File: src/rtl/rv_wb_ctrl_pkg.sv
// Shared writeback types and constants.
// Register-file geometry and result source tags.
package rv_pkg;
   localparam int XLEN = 64;
   localparam int NREG = 32;
   localparam logic [4:0] REG_ZERO = 5'd0;

   typedef enum logic [1:0] {
      WB_NONE,
      WB_ALU,
      WB_LSU
   } wb_src_e;
endpackage

File: src/rtl/rv_wb_ctrl_if.sv
// Writeback bus bundle: ALU/LSU results in,
// issue marks in, register-file write port and scoreboard out.
interface rv_wb_ctrl_if #(
   parameter int XLEN = 64
);
   logic            alu_valid_i;
   logic [4:0]      alu_rd_i;
   logic [XLEN-1:0] alu_data_i;
   logic            alu_ready_o;
   logic            lsu_valid_i;
   logic            lsu_ready_o;
   logic [4:0]      lsu_rd_i;
   logic [XLEN-1:0] lsu_data_i;
   logic            iss_valid_i;
   logic [4:0]      iss_rd_i;
   logic            rf_wr_en_o;
   logic [4:0]      rf_wr_reg_o;
   logic [XLEN-1:0] rf_wr_data_o;
   logic [31:0]     busy_o;

   modport slave (
      input  alu_valid_i, alu_rd_i, alu_data_i,
      output alu_ready_o,
      input  lsu_valid_i, lsu_rd_i, lsu_data_i,
      output lsu_ready_o,
      input  iss_valid_i, iss_rd_i,
      output rf_wr_en_o, rf_wr_reg_o, rf_wr_data_o,
      output busy_o
   );

   modport master (
      output alu_valid_i, alu_rd_i, alu_data_i,
      input  alu_ready_o,
      output lsu_valid_i, lsu_rd_i, lsu_data_i,
      input  lsu_ready_o,
      output iss_valid_i, iss_rd_i,
      input  rf_wr_en_o, rf_wr_reg_o, rf_wr_data_o,
      input  busy_o
   );
endinterface

File: src/rtl/rv_wb_fifo.sv
// Small synchronous FIFO holding {rd, data} load results.
// Pointers wrap naturally; depth must be a power of 2.
module rv_wb_fifo #(
   parameter int DEPTH = 2,
   parameter int W     = 69
) (
   input  logic                       clk,
   input  logic                       rstn,
   input  logic                       push_i,
   input  logic [W-1:0]               wdata_i,
   input  logic                       pop_i,
   output logic [W-1:0]               rdata_o,
   output logic                       full_o,
   output logic                       empty_o,
   output logic [$clog2(DEPTH+1)-1:0] cnt_o
);
   localparam int PW = $clog2(DEPTH);
   localparam int CW = $clog2(DEPTH+1);

   logic [W-1:0]  mem_q [DEPTH];
   logic [PW-1:0] wr_q, wr_d;
   logic [PW-1:0] rd_q, rd_d;
   logic [CW-1:0] cnt_q, cnt_d;
   logic          do_push, do_pop;

   assign full_o  = (cnt_q == CW'(DEPTH));
   assign empty_o = (cnt_q == '0);
   assign cnt_o   = cnt_q;
   assign rdata_o = mem_q[rd_q];
   assign do_push = push_i && !full_o;
   assign do_pop  = pop_i && !empty_o;

   // Next pointer and occupancy values.
   always_comb begin
      wr_d  = wr_q;
      rd_d  = rd_q;
      cnt_d = cnt_q;
      if (do_push) wr_d = wr_q + PW'(1);
      if (do_pop)  rd_d = rd_q + PW'(1);
      unique case ({do_push, do_pop})
         2'b10:   cnt_d = cnt_q + CW'(1);
         2'b01:   cnt_d = cnt_q - CW'(1);
         default: cnt_d = cnt_q;
      endcase
   end

   // Pointer and count state; reset empties the queue.
   always_ff @(posedge clk) begin
      if (!rstn) begin
         wr_q  <= '0;
         rd_q  <= '0;
         cnt_q <= '0;
      end else begin
         wr_q  <= wr_d;
         rd_q  <= rd_d;
         cnt_q <= cnt_d;
      end
   end

   // Entry storage; contents are don't-care while empty.
   always_ff @(posedge clk) begin
      if (do_push) mem_q[wr_q] <= wdata_i;
   end
endmodule

File: src/rtl/rv_wb_ctrl.sv
// Writeback controller: ALU/LSU arbitration with anti-starvation,
// registered RF write port and load-pending scoreboard.
module rv_wb_ctrl
   import rv_pkg::*;
#(
   parameter int XLEN       = rv_pkg::XLEN,
   parameter int LSU_DEPTH  = 2,
   parameter int STARVE_MAX = 4
) (
   input logic          clk,
   input logic          rstn,
   rv_wb_ctrl_if.slave  wb
);
   localparam int SW = $clog2(STARVE_MAX+1);
   localparam int CW = $clog2(LSU_DEPTH+1);
   localparam int EW = 5 + XLEN;

   logic [EW-1:0]   head;
   logic [4:0]      head_rd;
   logic [XLEN-1:0] head_data;
   logic            fifo_full, fifo_empty;
   logic [CW-1:0]   fifo_cnt;
   logic            fifo_nonempty;
   logic            force_lsu, alu_real, alu_win;
   logic            pop, push;

   logic [SW-1:0]   starve_q, starve_d;
   logic            wr_en_q, wr_en_d;
   logic [4:0]      wr_reg_q, wr_reg_d;
   logic [XLEN-1:0] wr_data_q, wr_data_d;
   wb_src_e         src_q, src_d;
   logic [NREG-1:0] busy_q, busy_d;

   rv_wb_fifo #(
      .DEPTH (LSU_DEPTH),
      .W     (EW)
   ) u_fifo (
      .clk     (clk),
      .rstn    (rstn),
      .push_i  (push),
      .wdata_i ({wb.lsu_rd_i, wb.lsu_data_i}),
      .pop_i   (pop),
      .rdata_o (head),
      .full_o  (fifo_full),
      .empty_o (fifo_empty),
      .cnt_o   (fifo_cnt)
   );

   assign head_rd       = head[EW-1 -: 5];
   assign head_data     = head[XLEN-1:0];
   assign fifo_nonempty = (fifo_cnt != '0);

   assign force_lsu = (starve_q == SW'(STARVE_MAX)) && fifo_nonempty;
   assign alu_real  = wb.alu_valid_i && (wb.alu_rd_i != REG_ZERO);
   assign alu_win   = !force_lsu && alu_real;
   // x0 ALU results leave the port free for the FIFO head.
   assign pop       = fifo_nonempty && !alu_win;
   assign push      = wb.lsu_valid_i && !fifo_full;

   assign wb.alu_ready_o  = !force_lsu;
   assign wb.lsu_ready_o  = !fifo_full;
   assign wb.rf_wr_en_o   = wr_en_q;
   assign wb.rf_wr_reg_o  = wr_reg_q;
   assign wb.rf_wr_data_o = wr_data_q;
   assign wb.busy_o       = busy_q;

   // Select the write winner and advance the starve counter.
   always_comb begin
      wr_en_d   = 1'b0;
      wr_reg_d  = wr_reg_q;
      wr_data_d = wr_data_q;
      src_d     = WB_NONE;
      unique case (1'b1)
         alu_win: begin
            wr_en_d   = 1'b1;
            wr_reg_d  = wb.alu_rd_i;
            wr_data_d = wb.alu_data_i;
            src_d     = WB_ALU;
         end
         (pop && head_rd != REG_ZERO): begin
            wr_en_d   = 1'b1;
            wr_reg_d  = head_rd;
            wr_data_d = head_data;
            src_d     = WB_LSU;
         end
         default: ;
      endcase

      starve_d = starve_q;
      if (pop || fifo_empty) begin
         starve_d = '0;
      end else if (alu_win &&
                   starve_q != SW'(STARVE_MAX)) begin
         starve_d = starve_q + SW'(1);
      end
   end

   // Scoreboard: load writeback clears, new issue sets (set wins).
   always_comb begin
      busy_d = busy_q;
      if (wr_en_q && src_q == WB_LSU) busy_d[wr_reg_q] = 1'b0;
      if (wb.iss_valid_i && wb.iss_rd_i != REG_ZERO) begin
         busy_d[wb.iss_rd_i] = 1'b1;
      end
      busy_d[0] = 1'b0;
   end

   // Registered write port, starve counter and scoreboard.
   always_ff @(posedge clk) begin
      if (!rstn) begin
         wr_en_q   <= 1'b0;
         wr_reg_q  <= '0;
         wr_data_q <= '0;
         src_q     <= WB_NONE;
         starve_q  <= '0;
         busy_q    <= '0;
      end else begin
         wr_en_q   <= wr_en_d;
         wr_reg_q  <= wr_reg_d;
         wr_data_q <= wr_data_d;
         src_q     <= src_d;
         starve_q  <= starve_d;
         busy_q    <= busy_d;
      end
   end
endmodule

File: src/flat_wrapper.sv
// flat-port wrapper written by rule: the top's interface ports become plain ports
module rv_wb_ctrl_flat import rv_pkg::*;
#(
   parameter int XLEN       = rv_pkg::XLEN,
   parameter int LSU_DEPTH  = 2,
   parameter int STARVE_MAX = 4
)
  (clk, rstn, wb_alu_valid_i, wb_alu_rd_i, wb_alu_data_i, wb_alu_ready_o, wb_lsu_valid_i, wb_lsu_rd_i, wb_lsu_data_i, wb_lsu_ready_o, wb_iss_valid_i, wb_iss_rd_i, wb_rf_wr_en_o, wb_rf_wr_reg_o, wb_rf_wr_data_o, wb_busy_o);
  rv_wb_ctrl_if #(.XLEN(XLEN)) wb_i ();
  input logic clk;
  input logic rstn;
  input wire logic [$bits(wb_i.alu_valid_i)-1:0] wb_alu_valid_i;
  input wire logic [$bits(wb_i.alu_rd_i)-1:0] wb_alu_rd_i;
  input wire logic [$bits(wb_i.alu_data_i)-1:0] wb_alu_data_i;
  output wire logic [$bits(wb_i.alu_ready_o)-1:0] wb_alu_ready_o;
  input wire logic [$bits(wb_i.lsu_valid_i)-1:0] wb_lsu_valid_i;
  input wire logic [$bits(wb_i.lsu_rd_i)-1:0] wb_lsu_rd_i;
  input wire logic [$bits(wb_i.lsu_data_i)-1:0] wb_lsu_data_i;
  output wire logic [$bits(wb_i.lsu_ready_o)-1:0] wb_lsu_ready_o;
  input wire logic [$bits(wb_i.iss_valid_i)-1:0] wb_iss_valid_i;
  input wire logic [$bits(wb_i.iss_rd_i)-1:0] wb_iss_rd_i;
  output wire logic [$bits(wb_i.rf_wr_en_o)-1:0] wb_rf_wr_en_o;
  output wire logic [$bits(wb_i.rf_wr_reg_o)-1:0] wb_rf_wr_reg_o;
  output wire logic [$bits(wb_i.rf_wr_data_o)-1:0] wb_rf_wr_data_o;
  output wire logic [$bits(wb_i.busy_o)-1:0] wb_busy_o;
  assign wb_i.alu_valid_i = wb_alu_valid_i;
  assign wb_i.alu_rd_i = wb_alu_rd_i;
  assign wb_i.alu_data_i = wb_alu_data_i;
  assign wb_alu_ready_o = wb_i.alu_ready_o;
  assign wb_i.lsu_valid_i = wb_lsu_valid_i;
  assign wb_i.lsu_rd_i = wb_lsu_rd_i;
  assign wb_i.lsu_data_i = wb_lsu_data_i;
  assign wb_lsu_ready_o = wb_i.lsu_ready_o;
  assign wb_i.iss_valid_i = wb_iss_valid_i;
  assign wb_i.iss_rd_i = wb_iss_rd_i;
  assign wb_rf_wr_en_o = wb_i.rf_wr_en_o;
  assign wb_rf_wr_reg_o = wb_i.rf_wr_reg_o;
  assign wb_rf_wr_data_o = wb_i.rf_wr_data_o;
  assign wb_busy_o = wb_i.busy_o;
  rv_wb_ctrl #(.XLEN(XLEN), .LSU_DEPTH(LSU_DEPTH), .STARVE_MAX(STARVE_MAX)) u_core (.clk(clk), .rstn(rstn), .wb(wb_i));
endmodule
File: config.mk
export PLATFORM = sky130hd
export DESIGN_NAME = rv_wb_ctrl_flat
export DESIGN_NICKNAME = d
export VERILOG_FILES = /design/src/rtl/rv_wb_ctrl_pkg.sv /design/src/rtl/rv_wb_ctrl_if.sv /design/src/rtl/rv_wb_fifo.sv /design/src/rtl/rv_wb_ctrl.sv /design/src/flat_wrapper.sv
export SDC_FILE = /design/constraint.sdc
export NUM_CORES = 1
export LEC_CHECK = 0
export CORE_MARGIN = 4
export CORE_UTILIZATION = 54
export CTS_BUF_LIST = sky130_fd_sc_hd__clkbuf_4
export CTS_CLUSTER_SIZE = 40
export DETAILED_ROUTE_END_ITERATION = 7
export MAX_ROUTING_LAYER = met4
export PLACE_DENSITY = 0.86
export SYNTH_ARGS = -nofsm -noshare
export SYNTH_HDL_FRONTEND = slang
export SYNTH_SLANG_ARGS = --single-unit
File: constraint.sdc
create_clock -name clk -period 6.69 [get_ports clk]
set_input_delay 0.669 -clock clk [delete_from_list [all_inputs] [get_ports clk]]
set_output_delay 0.669 -clock clk [all_outputs]
set_load 0.01 [all_outputs]
==> results of run 1 <==
final cells by class:
type | count | area (sq um)
Fill cell | 1212 | 4330
Clock inverter | 28 | 149
Sequential cell | 249 | 6370
Antenna cell | 5 | 12.5
Clock buffer | 86 | 646
Multi-Input combinational cell | 512 | 3070
Inverter | 3 | 12.5
Timing Repair Buffer | 257 | 2550
Tap cell | 225 | 282
placed cells by master (no fill, tap or decap), types with 3 or more instances in the layout:
cell and instances:
a21oi_1 37, a22oi_1 3, a31oi_1 65, buf_4 7
clkbuf_4 86, clkdlybuf4s50_1 250, clkinv_1 13, clkinv_2 12
dfxtp_1 110, diode_2 5, edfxtp_1 138, ha_1 3
mux2_2 5, mux2i_1 64, nand2_1 98, nand2b_1 4
nand3_1 80, nand3b_1 5, nor2_1 22, nor3_1 3
o21ai_0 32, or2_2 65, or3_1 3, xnor2_1 3
worst max-delay path, stage by stage:
cell             delay (ns)
clkdlybuf4s50_1        0.43
or4_1                  0.54
o211ai_1               0.19
buf_4                  0.72
and2_1                 0.36
ha_1                   0.31
or3_1                  0.38
a21oi_1                0.14
power groups by stage:
stage | Combinational [mW] | Clock, mW | Sequential [mW]
floorplan | 0.611 | 0 | 2.03
global placement | 0.988 | 0 | 2.03
detailed placement | 1.01 | 0 | 2.04
CTS | 1.02 | 1.27 | 2.01
global route | 1.10 | 1.37 | 2.03
finish | 1.01 | 1.25 | 2.01
registers in the layout, indices dropped and copies added, names as in the netlist, 2 cells and up, named ones only:
| name | count |
|---|---|
| u_core.u_fifo.mem_q | 138 |
| u_core.wb.rf_wr_data_o | 64 |
| u_core.wb.busy_o | 31 |
| u_core.wb.rf_wr_reg_o | 5 |
| u_core.starve_q | 3 |
| u_core.src_q | 2 |
| u_core.u_fifo.cnt_o | 2 |
stage by stage:
stage | power, mW | instances | setup WS, ns | utilization | area [sq um]
after global routing | 4.50 | 1365 | 3.29 | 0.752 | 13100
after detailed placement | 3.05 | 1246 | 2.89 | 0.705 | 12300
after CTS | 4.30 | 1360 | 3.52 | 0.751 | 13100
final | 4.27 | 1365 | 3.52 | 0.752 | 13100
after floorplan | 2.64 | 821 | 2.55 | - | 9680
after global placement | 3.02 | 1246 | 2.96 | 0.705 | 12300
routing by layer:
| layer | wire, um | global-route usage | vias up |
|---|---|---|---|
| li1 | - | - | 3553 |
| met1 | 9690 | 0.288 | 3602 |
| met2 | 12600 | 0.425 | 348 |
| met3 | 2070 | 0.0664 | 63 |
| met4 | 778 | 0.112 | 0 |
| met5 | 0 | - | - |
logic make-up after synthesis:
group / after synthesis / synth area share
AND/OR/NAND/NOR: 290 / 0.147
flip-flops: 249 / 0.658
AO/OA/AOI/OAI: 144 / 0.0875
multiplexers: 69 / 0.0720
buffers and inverters: 60 / 0.0269
XOR/XNOR: 5 / 0.00453
other: 1 / 0.000387
adder cells (fa/ha/maj): 3 / 0.00388
worst max path at each step:
| stage | endpoint | slack [ns] | depth (start not counted) |
|---|---|---|---|
| floorplan | u_core.u_fifo.mem_q[0][0] | 2.55 | 2 |
| global placement | u_core.u_fifo.cnt_o[1] | 2.96 | 8 |
| detailed placement | u_core.u_fifo.cnt_o[1] | 2.89 | 8 |
| CTS | u_core.wb.rf_wr_data_o[17] | 3.52 | 6 |
| global route | u_core.wb.rf_wr_data_o[17] | 3.29 | 6 |
| finish | u_core.u_fifo.cnt_o[1] | 3.52 | 8 |
==> summary.md, run 1 <==
| Metric | Value |
|---|---|
| Grt total ovfl | 0 |
| Initial antenna violation count | 5 |
| Min-Delay Path Depth | 2 |
| Root Buffer | clkbuf_4 |
| Setup CP Type | primary input to flip-flop |
| Nets | 1235 |
| RSZ-0062 raised after global routing | no |
| Placer Congestion | just under 0.9 |
| Power density cells | 326 nW/um^2 |
| Flop2flop setup slack | 3.53 ns |
| Hold_ws | 0.477 ns |
| Register-to-Register Path Depth | 6 |
| Drt pass-1 iters | 5 |
| Wire length per cell | 18.4 um |
| Final hold violation count | 0 |
| Period utilization | 0.473 |
| Cts hold-fix bufs | 0 |
| CTS Sinks | 249 |
| CP Launch Type | primary input |
| HPWL after detailed placement | 16500 um |
| TritonCTS Buffers | a little over 60 |
| Final setup TNS | 0 ns |
| Final antenna-violating net count | 0 |
| Drt via density | 5.54 |
| Crit path time final | 3.17 ns |
| Worst-margin pin slew | 1.06 ns |
| Post-CTS sizing | 0 |
| Area grow syn2layout | 35.3% |
| CTS tree | built |
| Clock Skew | 0.0383 ns |
| Outcome | complete, no violations |
| Port bufs | 250 |
| Share of post-route cells with drive strength above 1 | 0.163 |
| Gate Count Post-Synth | between 800 and 900 |
| Req. time, crit path | just over 7 ns |
| Largest area contributor in the netlist | edfxtp_1 |
| Rel. slew slack | 0.295 |
| LEAKAGE | roughly 4.5 nW |
| Mean Syn Cell Area | 11.8 sq um |
| Synth top area cells | edfxtp_1, dfxtp_1, mux2i_1, a31oi_1, or2_2 |
| Total track usage | 0.254 |
| Worst VDD drop | 0.221 mV |
| Max Freq | around 320 MHz |
| Synth Warn # | 0 |
| WL final | roughly 25000 um |
| Clock share of power | 0.292 |
| Final Max Tran Viols | 0 |
| Die ar. | 20100 sq um |
| Setup crit end kind | flip-flop |
| Final setup vio count | 0 |
| Worst-path clk slew | 0.06 ns |
| Die Ht | 142 um |
| #FFs+latches synth | 249 |
| Synth Flop Type | edfxtp_1 |
| Vias | 7566 |
| Starting DRT DRC Count | ~500 |
| Part of the power in registers | 0.471 |
| Critical path peak fanout | 74 |
| Row count | 48 |
| P_sw | 1.26 mW |
| Post-CTS Setup Repair Bufs | 0 |
| Die X-Extent | roughly 140 um |
| Register area share after synthesis | 0.658 |
| Clock buffer depth | 3 |
| Share of flip-flops with an asynchronous set or reset | 0 |
| Leading cell types by count after synthesis | edfxtp_1, dfxtp_1, nand2_1 |
| Synthesized area | 9680 sq um |
| Most frequent cell after synthesis | edfxtp_1 |
| H-tree depth | 2 |
| Initial Utilization | 0.556 |
| P_int | between 3 and 4 mW |
| Post-synth EDFFs | between 100 and 150 |
| Critical path launch point | wb_alu_rd_i[3] |
| Net Sw Frac | 0.294 |
| Share of the synthesized area in the top cell type | 0.428 |
| Startpoint of the worst hold path | u_core.wb.busy_o[21] |
| Hold Path Class | flip-flop to flip-flop |
| First-pass GRT wire length | 39300 um |
| I/O pins | 252 |
| Largest net degree at the start of global routing | 85 |
| Netlist cell types | 40 |
| Gate power share | 0.237 |
| Hold Path End | u_core.wb.busy_o[21] |
| Maxcap violations | 0 |
| Clock latency on the worst-skew pair | 0.69 ns |
| Post-route DRC | 0 |
| WP data arrival | ~3.8 ns |
| Vias in the first global route | 7863 |
| Critical R2R Capture | u_core.wb.rf_wr_data_o[17] |
| Core Region | 17400 sq um |
| Mapped Nets | 972 |
Note: power is estimated with default switching activity, not from simulation.
==> inputs of run 2 (changes only) <==
CORE_UTILIZATION = 50   (was 54)
PLACE_DENSITY = 0.81   (was 0.86)
clock period = 3 ns   (was 6.69 ns; I/O delays follow)
==> run 2 against run 1 <==
Global-route usage fell by 2.1 points. Non-clock buffer count increased by 8. Clock skew increased by 0.0050 ns. Wire length stayed put. Cell count grew 3.7%. Cell area grew 1.6%. Count of clock-buffer cells in the layout is 19 higher. Register-to-register slack got worse by 3.1 ns. Critical endpoint is now u_core.starve_q[2]. Utilization shrank 4.7 points. First-iteration DRC count shrank 31%.
==> summary.md, run 2 (synthesis gave the netlist of run 1 again) <==
| Metric | Value |
|---|---|
| Grt total ovfl | 0 (unchanged) |
| Worst-path clk slew | 0.07 ns (was 0.06 ns) |
| Critical path peak fanout | 23 (was 74) |
| Part of the power in registers | 0.455 (was 0.471) |
| Fill cells | 1458 (was 1212) |
| Crit path buf inv count | 2 (unchanged) |
| HPWL after detailed placement | 16700 um (was 16500 um) |
| Vias | 7531 (was 7566) |
| Met3 usage | 0.0669 (was 0.0664) |
| Die X-Extent | 147 um (was 142 um) |
| Crit path time final | 2.52 ns |
| Most frequent cells in the layout | clkdlybuf4s50_1, edfxtp_1, dfxtp_1 (unchanged) |
| Drt via density | 5.32 (was 5.54) |
| Nets | 1248 (was 1235) |
| Req. time, crit path | 3.56 ns (was 7.27 ns) |
| Initial antenna violation count | 5 (unchanged) |
| Most common cell after layout, fill and taps aside | clkdlybuf4s50_1 (unchanged) |
| GR Util met1 | 0.270 (was 0.288) |
| Post-CTS sizing | 0 (unchanged) |
| CP top delay family | compound AO/OA/AOI/OAI gates (was simple AND/OR/NAND/NOR gates) |
| Critical path endpoint | u_core.starve_q[2] (was u_core.u_fifo.cnt_o[1]) |
| CP Launch Type | flip-flop (was primary input) |
| Placer Congestion | 0.900 (was 0.893) |
| LEAKAGE | 4.57 nW (was 4.47 nW) |
| Share of post-route cells with drive strength above 1 | 0.177 (was 0.163) |
| Wire length per cell | 17.8 um (was 18.4 um) |
| Post-route DRC | 0 (unchanged) |
| Met2 global-route usage | 0.378 (was 0.425) |
| RSZ-0062 raised after global routing | no (unchanged) |
| Worst VDD drop | 0.376 mV (was 0.221 mV) |
| Core Region | 18900 sq um (was 17400 sq um) |
| Starting DRT DRC Count | 346 (was 499) |
| Largest net degree at the start of global routing | 99 (was 85) |
| TritonCTS Buffers | 66 (was 61) |
| Min-Delay Path Depth | 3 (was 2) |
| Max Freq | 397 MHz |
| Critical R2R Capture | u_core.starve_q[2] (was u_core.wb.rf_wr_data_o[17]) |
| Total power draw | 9.72 mW (was 4.27 mW) |
| Worst-margin pin slew | 0.791 ns (was 1.06 ns) |
| Final setup TNS | 0 ns (unchanged) |
| Power density cells | 731 nW/um^2 (was 326 nW/um^2) |
| Row count | 50 (was 48) |
| CTS tree | built (unchanged) |
| Total track usage | 0.233 (was 0.254) |
| Hold Path Class | primary input to flip-flop (was flip-flop to flip-flop) |
| Sequential standard cell area | 6370 sq um (unchanged) |
| Final Non-Filler Cells | 1415 (was 1365) |
| Clock latency on the worst-skew pair | 0.65 ns (was 0.69 ns) |
| CP Depth | 8 (unchanged) |
| Hold_ws | 0.232 ns (was 0.477 ns) |
| H-tree depth | 3 (was 2) |
| Drt pass-1 iters | 5 (unchanged) |
| Maxcap violations | 0 (unchanged) |
| CTS Sinks | 249 (unchanged) |
| Clock share of power | 0.301 (was 0.292) |
| Net Sw Frac | 0.287 (was 0.294) |
| Final setup vio count | 0 (unchanged) |
| Final hold violation count | 0 (unchanged) |
| Die Ht | 147 um (was 142 um) |
| Clock Skew | 0.0433 ns (was 0.0383 ns) |
| WL final | 25200 um (unchanged) |
| Largest stage delay on the critical path | 0.57 ns (was 0.72 ns) |
| Setup crit end kind | flip-flop (unchanged) |
| Final Max Tran Viols | 0 (unchanged) |
| P_int | 6.93 mW (was 3.01 mW) |
| Cts hold-fix bufs | 0 (unchanged) |
| Area taken by multi-input logic gates | 3070 sq um (unchanged) |
| Final antenna-violating net count | 0 (unchanged) |
| Vias in the first global route | 7739 (was 7863) |
| Period utilization | 0.840 |
| Max FFs per register | 138 (unchanged) |
| R2R Path Start | u_core.starve_q[0] |
| First-pass GRT wire length | 39100 um (was 39300 um) |
| Worst-path cell chain | inv_1 > ha_1 > o211ai_1 > and2_1 > o21a_2 > buf_4 > nand3_1 > nor3_1 (was clkdlybuf4s50_1 > or4_1 > o211ai_1 > buf_4 > and2_1 > ha_1 > or3_1 > a21oi_1) |
| Outcome | complete, no violations (unchanged) |
| Area grow syn2layout | 37.5% (was 35.3%) |
| Final worst slack | 0.480 ns (was 3.52 ns) |
| I/O pins | 252 (unchanged) |
| Top reg by flops | u_core.u_fifo.mem_q (unchanged) |
| Clock buffer depth | 3 (unchanged) |
| Post-CTS Setup Repair Bufs | 0 (unchanged) |
| Post-Place Worst Slack | 0.212 ns (was 2.89 ns) |
| Gate power share | 0.245 (was 0.237) |
| Root Buffer | clkbuf_4 (unchanged) |
| Top Usage Layer GRT | met2 (unchanged) |
| Cell Count Post-Placement | 1289 (was 1246) |
| Die ar. | 21600 sq um (was 20100 sq um) |
| Flop2flop setup slack | 0.48 ns (was 3.53 ns) |
| Register-to-Register Path Depth | 8 (was 6) |
| P_sw | 2.79 mW (was 1.26 mW) |
| Port bufs | 250 (unchanged) |
| Rel. slew slack | 0.472 (was 0.295) |
| Slowest stage cell on the critical path | o21a_2 (was buf_4) |
| WP data arrival | 3.08 ns (was 3.75 ns) |
| Initial Utilization | 0.512 (was 0.556) |
| Setup CP Type | flip-flop to flip-flop (was primary input to flip-flop) |
| Critical path launch point | u_core.starve_q[0] (was wb_alu_rd_i[3]) |
-- run 2: cell count changes in the layout (fill, tap and decap cells not counted), sizes merged --
cell    previous run  this run
buf                7        15
clkinv            25        11
bufinv             1         0
clkbuf            86       105
inv                4         7
-- run 2: power by group through the flow --
| stage | sequential (mW) | clock, mW | combinational, mW |
|---|---|---|---|
| after floorplan | 4.51 | 0 | 1.37 |
| after global placement | 4.46 | 0 | 2.36 |
| after detailed placement | 4.49 | 0 | 2.40 |
| after CTS | 4.42 | 3.00 | 2.41 |
| after global routing | 4.47 | 3.19 | 2.57 |
| final | 4.42 | 2.92 | 2.38 |
-- run 2: final cells by class --
type / count / area share
clock buffer: 105 / 0.0592
inverter: 3 / 0.000940
antenna: 5 / 0.000940
multi-input combinational: 512 / 0.230
clock inverter: 16 / 0.00489
timing repair buffer: 265 / 0.200
tap: 260 / 0.0245
sequential: 249 / 0.479
-- run 2: per-stage QoR --
step | cell area, sq um | util
3_3_place_gp | 12400 | 0.658
2_1_floorplan | 9680 | -
4_1_cts | 13300 | 0.704
3_5_place_dp | 12400 | 0.658
5_1_grt | 13300 | 0.704
6_report | 13300 | 0.704
-- run 2: how the worst min path moves through the flow --
stage                             start                         end  slack [ns]
floorplan              wb_lsu_data_i[0]   u_core.u_fifo.mem_q[0][0]        0.40
global placement    u_core.wb.busy_o[3]         u_core.wb.busy_o[3]        0.46
detailed placement  u_core.wb.busy_o[2]         u_core.wb.busy_o[2]        0.47
CTS                   wb_alu_data_i[31]  u_core.wb.rf_wr_data_o[31]        0.16
global route          wb_lsu_data_i[29]  u_core.u_fifo.mem_q[0][29]        0.19
finish                wb_alu_data_i[61]  u_core.wb.rf_wr_data_o[61]        0.23
-- run 2: worst reg2reg max path: stages, from the launching register on --
cell      delay, ns
dfxtp_1        0.37
inv_1          0.06
ha_1           0.23
o211ai_1       0.18
and2_1         0.26
o21a_2         0.57
buf_4          0.38
nand3_1        0.19
nor3_1         0.20
-- run 2: routing by layer --
layer	part of all wire	up-vias
met1	0.40	3568
met4	0.033	0
met3	0.081	71
met2	0.49	321
li1	-	3571
met5	0	-
==> inputs of run 3 (changes only) <==
clock period = 2.4 ns   (was 3 ns; I/O delays follow)
==> run 3 against run 2 <==
Wire length up 1.9%. Critical path depth down 1. Setup slack worse by 0.31 ns. Highest routed layer unchanged.
==> summary.md, run 3 (synthesis gave the netlist of run 1 again) <==
| Metric | Value |
|---|---|
| Final worst slack | 0.169 ns (was 0.480 ns) |
| Die ar. | 21600 sq um (unchanged) |
| Initial antenna violation count | 5 (unchanged) |
| Final hold violation count | 0 (unchanged) |
| Maxcap violations | 0 (unchanged) |
| Period utilization | 0.930 (was 0.840) |
| Clock latency on the worst-skew pair | 0.65 ns (about the same) |
| Area grow syn2layout | 39.2% (was 37.5%) |
| Crit path buf inv count | 2 (unchanged) |
| Cts hold-fix bufs | 0 (unchanged) |
| DP Area | 12600 sq um (was 12400 sq um) |
| CTS Sinks | 249 (unchanged) |
| Crit path time final | 2.23 ns (was 2.52 ns) |
| Gate power share | 0.247 (was 0.245) |
| Clock Skew | 0.0447 ns (was 0.0433 ns) |
| Setup CP Type | flip-flop to flip-flop (unchanged) |
| Wire length per cell | 18.0 um (was 17.8 um) |
| Top reg by flops | u_core.u_fifo.mem_q (unchanged) |
| Vias | 7514 (was 7531) |
| Fin util | 0.713 (was 0.704) |
| Row count | 50 (unchanged) |
| Most frequent cells in the layout | clkdlybuf4s50_1, edfxtp_1, dfxtp_1 (unchanged) |
| WP data arrival | 2.79 ns (was 3.08 ns) |
| Max Freq | 448 MHz (was 397 MHz) |
| Design Area, Final | 13500 sq um (was 13300 sq um) |
| Total power draw | 12.4 mW (was 9.72 mW) |
| Final setup vio count | 0 (unchanged) |
| Final antenna-violating net count | 0 (unchanged) |
| Slowest stage cell on the critical path | or4b_1 (was o21a_2) |
| TritonCTS Buffers | 66 (unchanged) |
| Net Sw Frac | 0.286 (was 0.287) |
| Post-Place Worst Slack | -0.189 ns (was 0.212 ns) |
| Outcome | complete, no violations (unchanged) |
| WL final | 25600 um (was 25200 um) |
| CP Launch Type | flip-flop (unchanged) |
| Power density cells | 923 nW/um^2 (was 731 nW/um^2) |
| LEAKAGE | 4.63 nW (was 4.57 nW) |
| Die X-Extent | 147 um (unchanged) |
| I/O pins | 252 (unchanged) |
| RSZ-0062 raised after global routing | no (unchanged) |
| CP top delay family | compound AO/OA/AOI/OAI gates (unchanged) |
| Drt pass-1 iters | 5 (unchanged) |
| Cell Count Post-Placement | 1304 (was 1289) |
| First-pass GRT wire length | 40100 um (was 39100 um) |
| Worst-path cell chain | or4b_1 > o22a_1 > o211ai_4 > buf_12 > buf_4 > nand3_1 > a31oi_1 (was inv_1 > ha_1 > o211ai_1 > and2_1 > o21a_2 > buf_4 > nand3_1 > nor3_1) |
| Final Max Tran Viols | 0 (unchanged) |
| Placer Congestion | 0.942 (was 0.900) |
| Hold Path Class | primary input to flip-flop (unchanged) |
| Largest net degree at the start of global routing | 68 (was 99) |
| Req. time, crit path | 2.96 ns (was 3.56 ns) |
| H-tree depth | 3 (unchanged) |
| Critical path peak fanout | 48 (was 23) |
| Die Ht | 147 um (unchanged) |
| Clock buffer depth | 3 (unchanged) |
| P_int | 8.88 mW (was 6.93 mW) |
| Largest stage delay on the critical path | 0.53 ns (was 0.57 ns) |
| Core Region | 18900 sq um (unchanged) |
| Final Non-Filler Cells | 1427 (was 1415) |
| Grt total ovfl | 0 (unchanged) |
| Root Buffer | clkbuf_4 (unchanged) |
| Setup crit end kind | flip-flop (unchanged) |
| Starting DRT DRC Count | 352 (was 346) |
| Port bufs | 250 (unchanged) |
| Nets | 1263 (was 1248) |
| Worst-path clk slew | 0.07 ns (about the same) |
| Worst-margin pin slew | 0.799 ns (was 0.791 ns) |
| Drt via density | 5.27 (was 5.32) |
| Vias in the first global route | 7964 (was 7739) |
| P_sw | 3.55 mW (was 2.79 mW) |
| Share of post-route cells with drive strength above 1 | 0.174 (was 0.177) |
| Rel. slew slack | 0.467 (was 0.472) |
| Total track usage | 0.241 (was 0.233) |
| Clock share of power | 0.308 (was 0.301) |
| Max FFs per register | 138 (unchanged) |
| CTS tree | built (unchanged) |
| Initial Utilization | 0.512 (unchanged) |
| Post-route DRC | 0 (unchanged) |
| HPWL after detailed placement | 17600 um (was 16700 um) |
| Part of the power in registers | 0.444 (was 0.455) |
| Worst VDD drop | 0.494 mV (was 0.376 mV) |
| Most common cell after layout, fill and taps aside | clkdlybuf4s50_1 (unchanged) |
## run 3: layout make-up
cell class,count,area [sq um]
Timing Repair Buffer,280,2800
Antenna cell,5,12.5
Fill cell,1394,5420
Multi-Input combinational cell,512,3070
Inverter,3,12.5
Sequential cell,249,6370
Clock buffer,86,646
Clock inverter,32,236
Tap cell,260,325
## run 3: path summary, 6_finish.rpt
| check | start | end | slack, ns | cells past startpoint |
|---|---|---|---|---|
| setup / recovery | u_core.u_fifo.mem_q[1][67] | u_core.wb.rf_wr_data_o[7] | 0.17 | 7 |
| hold / removal | wb_alu_data_i[16] | u_core.wb.rf_wr_data_o[16] | 0.17 | 3 |
| setup reg to reg | u_core.u_fifo.mem_q[1][67] | u_core.wb.rf_wr_data_o[7] | 0.17 | 7 |
| hold reg to reg | u_core.wb.busy_o[11] | u_core.wb.busy_o[11] | 0.47 | 2 |
## run 3: per-stage QoR
| stage | setup TNS [ns] | hold WS [ns] |
|---|---|---|
| 2_1_floorplan | 0 | 0.339 |
| 3_3_place_gp | -6.37 | 0.460 |
| 3_5_place_dp | -9.54 | 0.466 |
| 4_1_cts | 0 | 0.100 |
| 5_1_grt | 0 | 0.126 |
| 6_report | 0 | 0.172 |
## run 3: tightest hold or removal path, cell delays in order
cell	delay [ns]
clkdlybuf4s50_1	0.40
nand2_1	0.06
a31oi_1	0.07
## run 3: what timing repair did
item	4_1_cts	5_1_grt
resized for setup	1	0
setup buffers	0	0
endpoints found under the setup margin	1	0
## run 3: routing by layer
layer | wire [um] | vias up | GRT usage
met5 | 0 | - | -
met4 | 1000 | 0 | 0.123
met3 | 1830 | 78 | 0.0679
met2 | 12900 | 282 | 0.397
met1 | 9900 | 3548 | 0.269
li1 | - | 3606 | -
## run 3: power groups by stage
stage	Combinational [mW]	Sequential, mW	Clock, mW
after floorplan	1.71	5.63	0
after global placement	3.03	5.58	0
after detailed placement	3.10	5.61	0
after CTS	3.11	5.52	3.94
after global routing	3.34	5.59	4.17
final	3.08	5.53	3.83
